<file path="src/rtl/uart_pro_pkg.sv">
// Shared constants for the UART protocol response path: type codes, ASCII bytes, frame lengths.
// Frame-length helpers follow the address/data widths and the UART_PRO_TX_CHECKSUM_EN macro.
// No logic here, so there is no latency or backpressure.
package uart_pro_pkg;

    localparam logic [1:0] RSP_READ = 2'b00;
    localparam logic [1:0] RSP_WACK = 2'b01;
    localparam logic [1:0] RSP_ERR  = 2'b10;

    localparam logic [7:0] CH_SP = 8'h20;
    localparam logic [7:0] CH_CR = 8'h0D;
    localparam logic [7:0] CH_LF = 8'h0A;
    localparam logic [7:0] CH_D  = 8'h44;
    localparam logic [7:0] CH_K  = 8'h4B;
    localparam logic [7:0] CH_E  = 8'h45;

`ifdef UART_PRO_TX_CHECKSUM_EN
    localparam int CK_LEN = 2;
`else
    localparam int CK_LEN = 0;
`endif

    // Error frame: letter, optional checksum, CR, LF.
    localparam int ER_LEN = 1 + CK_LEN + 2;

    typedef enum logic {ST_IDLE, ST_SEND} tx_state_t;

    // Read frame: letter, SP, address digits, SP, data digits, optional checksum, CR, LF.
    function automatic int rd_len(input int aw, input int dw);
        return 2 + aw / 4 + 1 + dw / 4 + CK_LEN + 2;
    endfunction

    // Write-ack frame: letter, SP, address digits, optional checksum, CR, LF.
    function automatic int wk_len(input int aw);
        return 2 + aw / 4 + CK_LEN + 2;
    endfunction

    // Leading letter of a frame; code 11 is reported as an error.
    function automatic logic [7:0] type_letter(input logic [1:0] t);
        case (t)
            RSP_READ: return CH_D;
            RSP_WACK: return CH_K;
            default:  return CH_E;
        endcase
    endfunction

endpackage

</file>
<file path="src/rtl/uart_pro_hex_enc.sv">
// Nibble to uppercase ASCII hex digit.
// Purely combinational, zero latency.
// No handshake; the output follows the input.
module uart_pro_hex_enc (
    input  logic [3:0] nib,
    output logic [7:0] asc
);

    // 0-9 map onto '0'..'9', 10-15 map onto 'A'..'F'.
    assign asc = (nib < 4'd10) ? (8'h30 + {4'h0, nib}) : (8'h37 + {4'h0, nib});

endmodule

</file>
<file path="src/rtl/uart_pro_tx.sv">
// Serialises one read/write-ack/error result into an ASCII frame, one byte per TX handshake.
// Latency: byte 0 valid the cycle after acceptance; one byte per cycle while TX_READY is high.
// Backpressure: TX_DATA holds while TX_READY is low; RSP_READY is low for the whole frame.
// Optional macro UART_PRO_TX_CHECKSUM_EN appends an XOR checksum as two hex digits before CR LF.
module uart_pro_tx
    import uart_pro_pkg::*;
#(
    parameter int ADDR_W = 8,
    parameter int DATA_W = 64
) (
    input  logic              CLK,
    input  logic              RST_N,
    input  logic              RSP_VALID,
    output logic              RSP_READY,
    input  logic [1:0]        RSP_TYPE,
    input  logic [ADDR_W-1:0] RSP_ADDR,
    input  logic [DATA_W-1:0] RSP_DATA,
    output logic              TX_VALID,
    input  logic              TX_READY,
    output logic [7:0]        TX_DATA,
    output logic              BUSY
);

    localparam int AD     = ADDR_W / 4;
    localparam int DD     = DATA_W / 4;
    localparam int RD_LEN = rd_len(ADDR_W, DATA_W);
    localparam int IDX_W  = $clog2(RD_LEN + 1);

    localparam logic [IDX_W-1:0] RD_LEN_I   = IDX_W'(RD_LEN);
    localparam logic [IDX_W-1:0] WK_LEN_I   = IDX_W'(wk_len(ADDR_W));
    localparam logic [IDX_W-1:0] ER_LEN_I   = IDX_W'(ER_LEN);
    localparam logic [IDX_W-1:0] ADDR_TOP_I = IDX_W'(AD + 1);       // index of last address digit
    localparam logic [IDX_W-1:0] ADDR_END_I = IDX_W'(AD + 2);       // SP between address and data
    localparam logic [IDX_W-1:0] DATA_TOP_I = IDX_W'(AD + DD + 2);  // index of last data digit

    tx_state_t         state_q, state_d;
    logic [IDX_W-1:0]  idx_q, idx_n, cur_len;
    logic [1:0]        cap_type_q;
    logic [ADDR_W-1:0] cap_addr_q, addr_sh;
    logic [DATA_W-1:0] cap_data_q, data_sh;
    logic [7:0]        tx_data_q, lit, hex_chr, nxt_byte;
    logic [3:0]        nib;
    logic              hex_sel, accept, xfer, last;

`ifdef UART_PRO_TX_CHECKSUM_EN
    logic [7:0]        ck_q, ck_nxt;
    assign ck_nxt = ck_q ^ tx_data_q;
`endif

    assign RSP_READY = (state_q == ST_IDLE);
    assign TX_VALID  = (state_q == ST_SEND);
    assign BUSY      = (state_q == ST_SEND);
    assign TX_DATA   = tx_data_q;

    assign accept = RSP_VALID && RSP_READY;
    assign xfer   = TX_VALID && TX_READY;
    assign idx_n  = idx_q + IDX_W'(1);
    assign last   = (idx_q == cur_len - IDX_W'(1));

    // Frame length depends only on the captured response type.
    always_comb begin
        case (cap_type_q)
            RSP_READ: cur_len = RD_LEN_I;
            RSP_WACK: cur_len = WK_LEN_I;
            default:  cur_len = ER_LEN_I;
        endcase
    end

    // Next-state logic: accept in IDLE, leave SEND once the last byte is taken.
    always_comb begin
        state_d = state_q;
        case (state_q)
            ST_IDLE: if (RSP_VALID) state_d = ST_SEND;
            ST_SEND: if (TX_READY && last) state_d = ST_IDLE;
        endcase
    end

    // Byte at idx_n: the tail is matched first so shorter frames never reach the digit fields.
    always_comb begin
        lit     = CH_SP;
        hex_sel = 1'b0;
        nib     = 4'h0;
        addr_sh = '0;
        data_sh = '0;
        if (idx_n == cur_len - IDX_W'(1)) begin
            lit = CH_LF;
        end else if (idx_n == cur_len - IDX_W'(2)) begin
            lit = CH_CR;
`ifdef UART_PRO_TX_CHECKSUM_EN
        end else if (idx_n == cur_len - IDX_W'(4)) begin
            // High digit: include the byte being transferred right now.
            hex_sel = 1'b1;
            nib     = ck_nxt[7:4];
        end else if (idx_n == cur_len - IDX_W'(3)) begin
            hex_sel = 1'b1;
            nib     = ck_q[3:0];
`endif
        end else if (idx_n == IDX_W'(1)) begin
            lit = CH_SP;
        end else if (idx_n <= ADDR_TOP_I) begin
            hex_sel = 1'b1;
            addr_sh = cap_addr_q >> {ADDR_TOP_I - idx_n, 2'b00};
            nib     = addr_sh[3:0];
        end else if (idx_n == ADDR_END_I) begin
            lit = CH_SP;
        end else begin
            hex_sel = 1'b1;
            data_sh = cap_data_q >> {DATA_TOP_I - idx_n, 2'b00};
            nib     = data_sh[3:0];
        end
    end

    uart_pro_hex_enc u_hex (
        .nib (nib),
        .asc (hex_chr)
    );

    assign nxt_byte = hex_sel ? hex_chr : lit;

    // State, capture registers, byte index and the registered output byte.
    always_ff @(posedge CLK or negedge RST_N) begin
        if (!RST_N) begin
            state_q    <= ST_IDLE;
            idx_q      <= '0;
            cap_type_q <= '0;
            cap_addr_q <= '0;
            cap_data_q <= '0;
            tx_data_q  <= 8'h00;
        end else begin
            state_q <= state_d;
            if (accept) begin
                cap_type_q <= RSP_TYPE;
                cap_addr_q <= RSP_ADDR;
                cap_data_q <= RSP_DATA;
                idx_q      <= '0;
                tx_data_q  <= type_letter(RSP_TYPE);
            end else if (xfer && !last) begin
                idx_q     <= idx_n;
                tx_data_q <= nxt_byte;
            end
        end
    end

`ifdef UART_PRO_TX_CHECKSUM_EN
    // XOR of every byte before the checksum digits; frozen once the digits start going out.
    always_ff @(posedge CLK or negedge RST_N) begin
        if (!RST_N) begin
            ck_q <= 8'h00;
        end else if (accept) begin
            ck_q <= 8'h00;
        end else if (xfer && (idx_q < cur_len - IDX_W'(4))) begin
            ck_q <= ck_nxt;
        end
    end
`endif

endmodule

</file>
<file path="config.mk">
export PLATFORM = sky130hd
export DESIGN_NAME = uart_pro_tx
export DESIGN_NICKNAME = d
export VERILOG_FILES = /design/src/rtl/uart_pro_pkg.sv /design/src/rtl/uart_pro_hex_enc.sv /design/src/rtl/uart_pro_tx.sv
export SDC_FILE = /design/constraint.sdc
export NUM_CORES = 1
export LEC_CHECK = 0
export ABC_CLOCK_PERIOD_IN_PS = 3800
export CELL_PAD_IN_SITES_DETAIL_PLACEMENT = 2
export CELL_PAD_IN_SITES_GLOBAL_PLACEMENT = 2
export CORE_MARGIN = 2
export CORE_UTILIZATION = 31
export DETAILED_ROUTE_END_ITERATION = 8
export GPL_TIMING_DRIVEN = 0
export PLACE_DENSITY = 0.9
export SYNTH_ARGS = -nofsm -noshare
export SYNTH_HDL_FRONTEND = slang
export SYNTH_HIERARCHICAL = 1
export SYNTH_SLANG_ARGS = --single-unit
</file>
<file path="constraint.sdc">
create_clock -name CLK -period 3.8 [get_ports CLK]
set_clock_uncertainty 0.15 [all_clocks]
set_input_delay 0.95 -clock CLK [delete_from_list [all_inputs] [get_ports CLK]]
set_output_delay 0.95 -clock CLK [all_outputs]
set_load 0.005 [all_outputs]
</file>
Word level (Yosys, flattened, before mapping)
Index checks and enable logic that the tools add are counted.
W data, S select, Z words.
{"block": "word_totals", "wordCells": 56, "out_inout_bits": 11, "n_memories": 0, "ram_bits": 0, "input_bits": 78, "latchBits": 0, "rom_bits": 0, "ff_bits": 88}
{"block": "op_classes", "order_cmp": 2, "div": 0, "shift": 2, "bitwise_logic": 1, "mul": 0, "eq_ne": 7, "n_reduce_logical": 8, "add_sub_neg": 7, "mux": 23}
{"cell": "$shr A64 B7 Y4", "n": 1}
{"cell": "$mux W8", "n": 4}
{"cell": "$mux W4", "n": 5}
{"cell": "$eq A5 B5 Y1", "n": 3}
{"cell": "$add A6 B4 Y7 const A", "n": 2}
{"cell": "$mux W6", "n": 2}
{"cell": "$mux W5", "n": 2}
{"cell": "$pmux W5 S2", "n": 1}
{"cell": "$pmux W4 S2", "n": 1}
{"cell": "$shr A8 B7 Y4", "n": 1}
{"cell": "$mux W1", "n": 7}
{"cell": "$add A5 B1 Y5 const B", "n": 1}
{"cell": "$eq A5 B1 Y1 const B", "n": 1}
{"cell": "$eq A5 B3 Y1 const B", "n": 1}
{"cell": "$le A5 B2 Y1 const B", "n": 1}
{"cell": "$sub A2 B5 Y5 const A", "n": 1}
{"cell": "$sub A5 B1 Y5 const B", "n": 1}
{"cell": "$sub A5 B2 Y5 const B", "n": 1}
{"cell": "$sub A5 B5 Y5 const A", "n": 1}
{"cell": "$eq A2 B1 Y1 const B", "n": 2}
{"cell": "$logic_and A1 B1 Y1", "n": 4}
{"cell": "$logic_not A2 Y1", "n": 2}
{"cell": "$lt A4 B4 Y1 const B", "n": 1}
{"cell": "$pmux W1 S2", "n": 1}
{"cell": "3 further kinds", "n": 3}

Longest topological paths before layout
{"block": "logic_depth", "word_depth": 13, "depth_mapped": 16, "mapped_depth_nobuf": 14}

Hierarchy
The synthesis kept the hierarchy.
{"mod": "uart_pro_tx", "area_per_inst_um2": 4486.8, "seq_area_each_um2": 2202.1, "cells_per_inst": 501, "instances": 1}
{"mod": "uart_pro_hex_enc", "area_per_inst_um2": 105.1, "seq_area_each_um2": 0.0, "cells_per_inst": 16, "instances": 1}

Least setup slack after synthesis
OpenSTA, ideal clock, no wires.
{"block": "synth_path", "path_kind": "register -> register", "from": "reg idx_q[0]", "to": "reg tx_data_q[2] (netlist: TX_DATA[2])", "stages_incl_launch_ff": 17, "arrival_time_ns": 3.240, "period_less_slack_ns": 3.520, "required_ns": 3.521, "setup_ns": 0.129, "n_path_buf": 2, "setup_slack_ns": 0.280, "cell_sequence": "dfrtp_1 -> buf_4 -> inv_2 -> ha_1 -> clkbuf_1 -> nand3_1 -> a21oi_1 -> or4_1 -> nand2_1 -> mux2i_1 -> o2bb2ai_1 -> inv_1 -> ha_1 -> nand2_2 -> mux2_1 -> a221oi_1 -> nor3_2"}
{"block": "synth_between", "elab_chain_len": 13, "word_cells_on_any_way": 33, "classes_between": "5 x add/sub; 2 x order compare; 5 x eq/ne; 2 x shift; 16 x mux; 3 x reduce/logical"}
{"item": "start: declaration", "line_no": "uart_pro_tx.sv:37", "text": "logic [IDX_W-1:0] idx_q, idx_n, cur_len;"}
{"item": "start signal: assignment", "line_no": "uart_pro_tx.sv:138", "text": "idx_q <= idx_n;"}
{"item": "$add A5 B1 Y5 (*)", "line_no": "uart_pro_tx.sv:57", "text": "assign idx_n = idx_q + IDX_W'(1);"}
{"item": "$sub A5 B5 Y5", "line_no": "uart_pro_tx.sv:108", "text": "data_sh = cap_data_q >> {DATA_TOP_I - idx_n, 2'b00};"}
{"item": "$shr A64 B7 Y4", "line_no": "uart_pro_tx.sv:108"}
{"item": "$mux W4", "line_no": "uart_pro_tx.sv:104", "text": "end else if (idx_n == ADDR_END_I) begin"}
{"item": "$mux W4", "line_no": "uart_pro_tx.sv:100", "text": "end else if (idx_n <= ADDR_TOP_I) begin"}
{"item": "$mux W4", "line_no": "uart_pro_tx.sv:98", "text": "end else if (idx_n == IDX_W'(1)) begin"}
{"item": "$mux W4", "line_no": "uart_pro_tx.sv:87", "text": "end else if (idx_n == cur_len - IDX_W'(2)) begin"}
{"item": "$mux W4 (*)", "line_no": "uart_pro_tx.sv:85", "text": "if (idx_n == cur_len - IDX_W'(1)) begin"}
{"item": "via nib[1]", "line_no": "uart_pro_tx.sv:42", "text": "logic [3:0] nib;"}
{"item": "$add A6 B4 Y7 or $lt A4 B4 Y1 (tied branches)", "line_no": "uart_pro_hex_enc.sv:10", "text": "assign asc = (nib < 4'd10) ? (8'h30 + {4'h0, nib}) : (8'h37 + {4'h0, nib});"}
{"item": "$mux W8 (*)", "line_no": "uart_pro_hex_enc.sv:10"}
{"item": "via hex_chr[2]", "line_no": "uart_pro_tx.sv:41", "text": "logic [7:0] tx_data_q, lit, hex_chr, nxt_byte;"}
{"item": "$mux W8 (*)", "line_no": "uart_pro_tx.sv:118", "text": "assign nxt_byte = hex_sel ? hex_chr : lit;"}
{"item": "$mux W8 (*)", "line_no": "uart_pro_tx.sv:137", "text": "end else if (xfer && !last) begin"}
{"item": "$mux W8 (*)", "line_no": "uart_pro_tx.sv:131", "text": "if (accept) begin"}
{"item": "end signal: assignment", "line_no": "uart_pro_tx.sv:136", "text": "tx_data_q <= type_letter(RSP_TYPE);"}
{"item": "end signal: assignment", "line_no": "uart_pro_tx.sv:139", "text": "tx_data_q <= nxt_byte;"}
{"item": "end: declaration", "line_no": "uart_pro_tx.sv:41"}
Mark *: on every way through the listed nets, which the timed path passes. The rest lies on a longest branch. The select of a mux whose other input is x is not followed.
A chain may end at the register's enable or synchronous reset.

Final worst setup path
{"block": "layout_path", "from": "reg idx_q[1]", "to": "reg tx_data_q[2] (netlist: TX_DATA[2])"}
Same word-level chain as after synthesis.

==> flow_summary.yaml <==
worst_setup_path:
  end_kind: "flip-flop"
  arrival_ps: 3800
  timing.rr.start: "idx_q[1]"
  crit_type: "flip-flop to flip-flop"
  cp.required_ps: 3890
  critPathTopFamily: "simple AND/OR/NAND/NOR gates"
  cp_cell_sequence: "ha_1, clkbuf_2, nand2_1, nor2_1, or4_4, a22o_1, o211ai_1, o2bb2ai_2, inv_1, ha_1, nand2_2, mux2_1, a221oi_2, nor3_2"
  slowest_delay_ps: 590
  critPathMostFrequentCell: "ha_1"
  start_kind: "flip-flop"
  worstPathMaxFanout: 10
  crit_start: "idx_q[1]"
  cpMaxStageDelayCell: "or4_4"
  cp_num_buf_inv: 2
clock_tree:
  cts_tree: "yes"
  clock-sinks: 88
  cts_buffers: 9
  clock_latency_ps: 360
  clkTransAtPathRegs_ps: 60
  hold_buffers: 0
  clockBufferDepth: 2
  ctsRootBufferMaster: "clkbuf_16"
  h-tree-depth: 3
job:
  maxCapViolCount: 0
logic_synthesis:
  syn_inst: 517
  avgSynthCellArea_um2: 8.88
  synth-async-reset-ratio_pct: 100
  synth_top_area_share_pct: 48.0
  ys_types: 54
  synthTopCellsByArea: "dfrtp_1 (48%), nand2_1 (20%), mux4_2 (7.8%), mux2i_1 (2.2%), clkbuf_1 (1.6%)"
  synth-seq-cells: 88
  yosysSeqAreaShare_pct: 48.0
  synthFlopType: "dfrtp_1"
  synth_nets: 598
  synth_most_common_cell: "nand2_1"
  netlist_area_um2: 4590
  synth.yosys.warnings: 6
  yosysTopAreaCell: "dfrtp_1"
  synth_common_cells: "nand2_1 (243), dfrtp_1 (88), clkbuf_1 (20)"
  synth_edf_count: 0
timing:
  period_share_pct: 97.7
  worst_pin_slew_ps: 621
  slew_headroom_pct: 58.6
  fmax_mhz: 269
  drv_slew: 0
  final.min_clock_period_ps: 3710
  setup-violations-final: 0
  setup-tns-final_ps: 0
  hold_violations: 0
layout:
  drive_above_1_share_pct: 10.8
  fin_area_um2: 6080
  antenna_cells: 0
  area_growth_pct: 32.3
  fin_util_pct: 42.0
  nNetsFinal: 697
  fill_cells: 1578
grt:
  grt_use_met2_pct: 38.7
  overflow: 0
  grt_use_total_pct: 21.2
  grt_max_degree: 49
  grt_antenna_before_repair: 0
  grt_pass1_wl_mm: 26.2
  use_met3_pct: 2.59
  grt_util_met1_pct: 25.0
  first_global_vias: 4838
  grt_busiest_layer: "met2"
routing:
  drt-pass1-iter-count: 4
  drtAntennaViolNets: 0
  vias: 4122
  detail_route.iter0.violations: 175
  via_per_inst: 5.13
  drc_errors: 0
  routed_wl_mm: 16.3
  avgRoutedWirePerCell_um: 20.3
floorplan:
  io_pins: 89
  rows: 44
  dieHeight_um: 126
  die_w_um: 126
  start_util_pct: 31.7
  core_area_um2: 14500
  die_area_um2: 15800
pwr:
  leakagePower_nw: 2.83
  p_per_area_nw_per_um2: 879
  power_mw: 5.34
  vdd_drop_max_v: 0.000307
placed_design:
  place_hpwl_mm: 11.9
  place.gp.congestion: 0.831
  dpl_cell_area_um2: 5730
  io_buffers: 88
hold_path:
  hp-class: "flip-flop to flip-flop"
  min_from: "cap_data_q[44]"
status:
  status: "completed"
worst paths after layout:
path / to / slack [ps] / cells past startpoint
worst max-delay path: TX_DATA[2] / 90 / 14
worst min-delay path: cap_data_q[44] / 330 / 2
worst max register to register: TX_DATA[2] / 90 / 14
worst min register to register: cap_data_q[44] / 330 / 2
max in group asynchronous: cap_data_q[51] / 2400 / 2
min in group asynchronous: TX_DATA[5] / 440 / 1
metrics by stage:
stage / worst slack, ps / instances / hold WS [ps]
2_1_floorplan: 280 / 517 / 290
3_3_place_gp: -1470 / 789 / 304
3_5_place_dp: -654 / 790 / 314
4_1_cts: 20.7 / 803 / 334
5_1_grt: -56.3 / 803 / 360
6_report: 86.4 / 803 / 332
cell type report:
type | count | area [um2] | area share (%)
plain buffers | 33 | 171 | 2.82
clock buffers | 13 | 250 | 4.12
clock inverters | 1 | 5.00 | 0.0824
inverters | 6 | 25.0 | 0.412
multi-input cells | 389 | 2280 | 37.6
flip-flops and latches | 88 | 2200 | 36.3
well taps | 184 | 230 | 3.79
repair buffers | 89 | 906 | 14.9
logic make-up after synthesis:
logic type | count (synthesis) | share of synthesized area (%)
compound gates | 49 | 8.01
simple gates | 303 | 27.6
buf+inv | 40 | 4.09
xor+xnor | 6 | 1.14
fa+ha+maj | 3 | 0.818
mux | 27 | 10.3
flops | 88 | 48.0
other cells | 1 | 0.0817
routing by layer:
layer	vias to the layer above	wire length [um]
li1	1900	-
met4	0	420
met2	78	8730
met3	29	465
met5	-	0
met1	2115	6670
power breakdown:
group / switching, mW / total (mW) / internal [mW] / leakage (nW)
combinational: 1.62 / 2.88 / 1.25 / 1.60
clock: 0.372 / 0.826 / 0.454 / 0.126
sequential: 0.276 / 1.64 / 1.36 / 1.10
tightest hold or removal path, stage by stage, from the launching register on:
cell and delay, ps:
dfrtp_1 350, nand2_1 50, nand2_1 50
flip-flops by register name (all words and copies together) (netlist names):
signal,count
idx_q,5
cap_data_q,64
cap_type_q,2
BUSY,1
cap_addr_q,8
TX_DATA,8
cells in the final DEF, fill, tap and decap left out, types with 6 or more instances in the layout:
| cell type | n |
|---|---|
| clkdlybuf4s50_1 | 87 |
| o21ai_0 | 7 |
| nand2_1 | 242 |
| clkbuf_16 | 9 |
| a21oi_1 | 8 |
| mux2i_1 | 8 |
| nand3_1 | 13 |
| mux4_2 | 16 |
| nand2b_1 | 6 |
| nor2b_1 | 7 |
| buf_2 | 7 |
| nor2_1 | 10 |
| dfrtp_1 | 87 |
| clkbuf_1 | 21 |
what timing repair did:
action                     4_1_cts  5_1_grt
pin swaps                        0        0
gates resized for setup         12        9
setup buffers                    0        0
setup endpoints to repair        6        2
No activity file was read; power rests on OpenSTA's default activity.
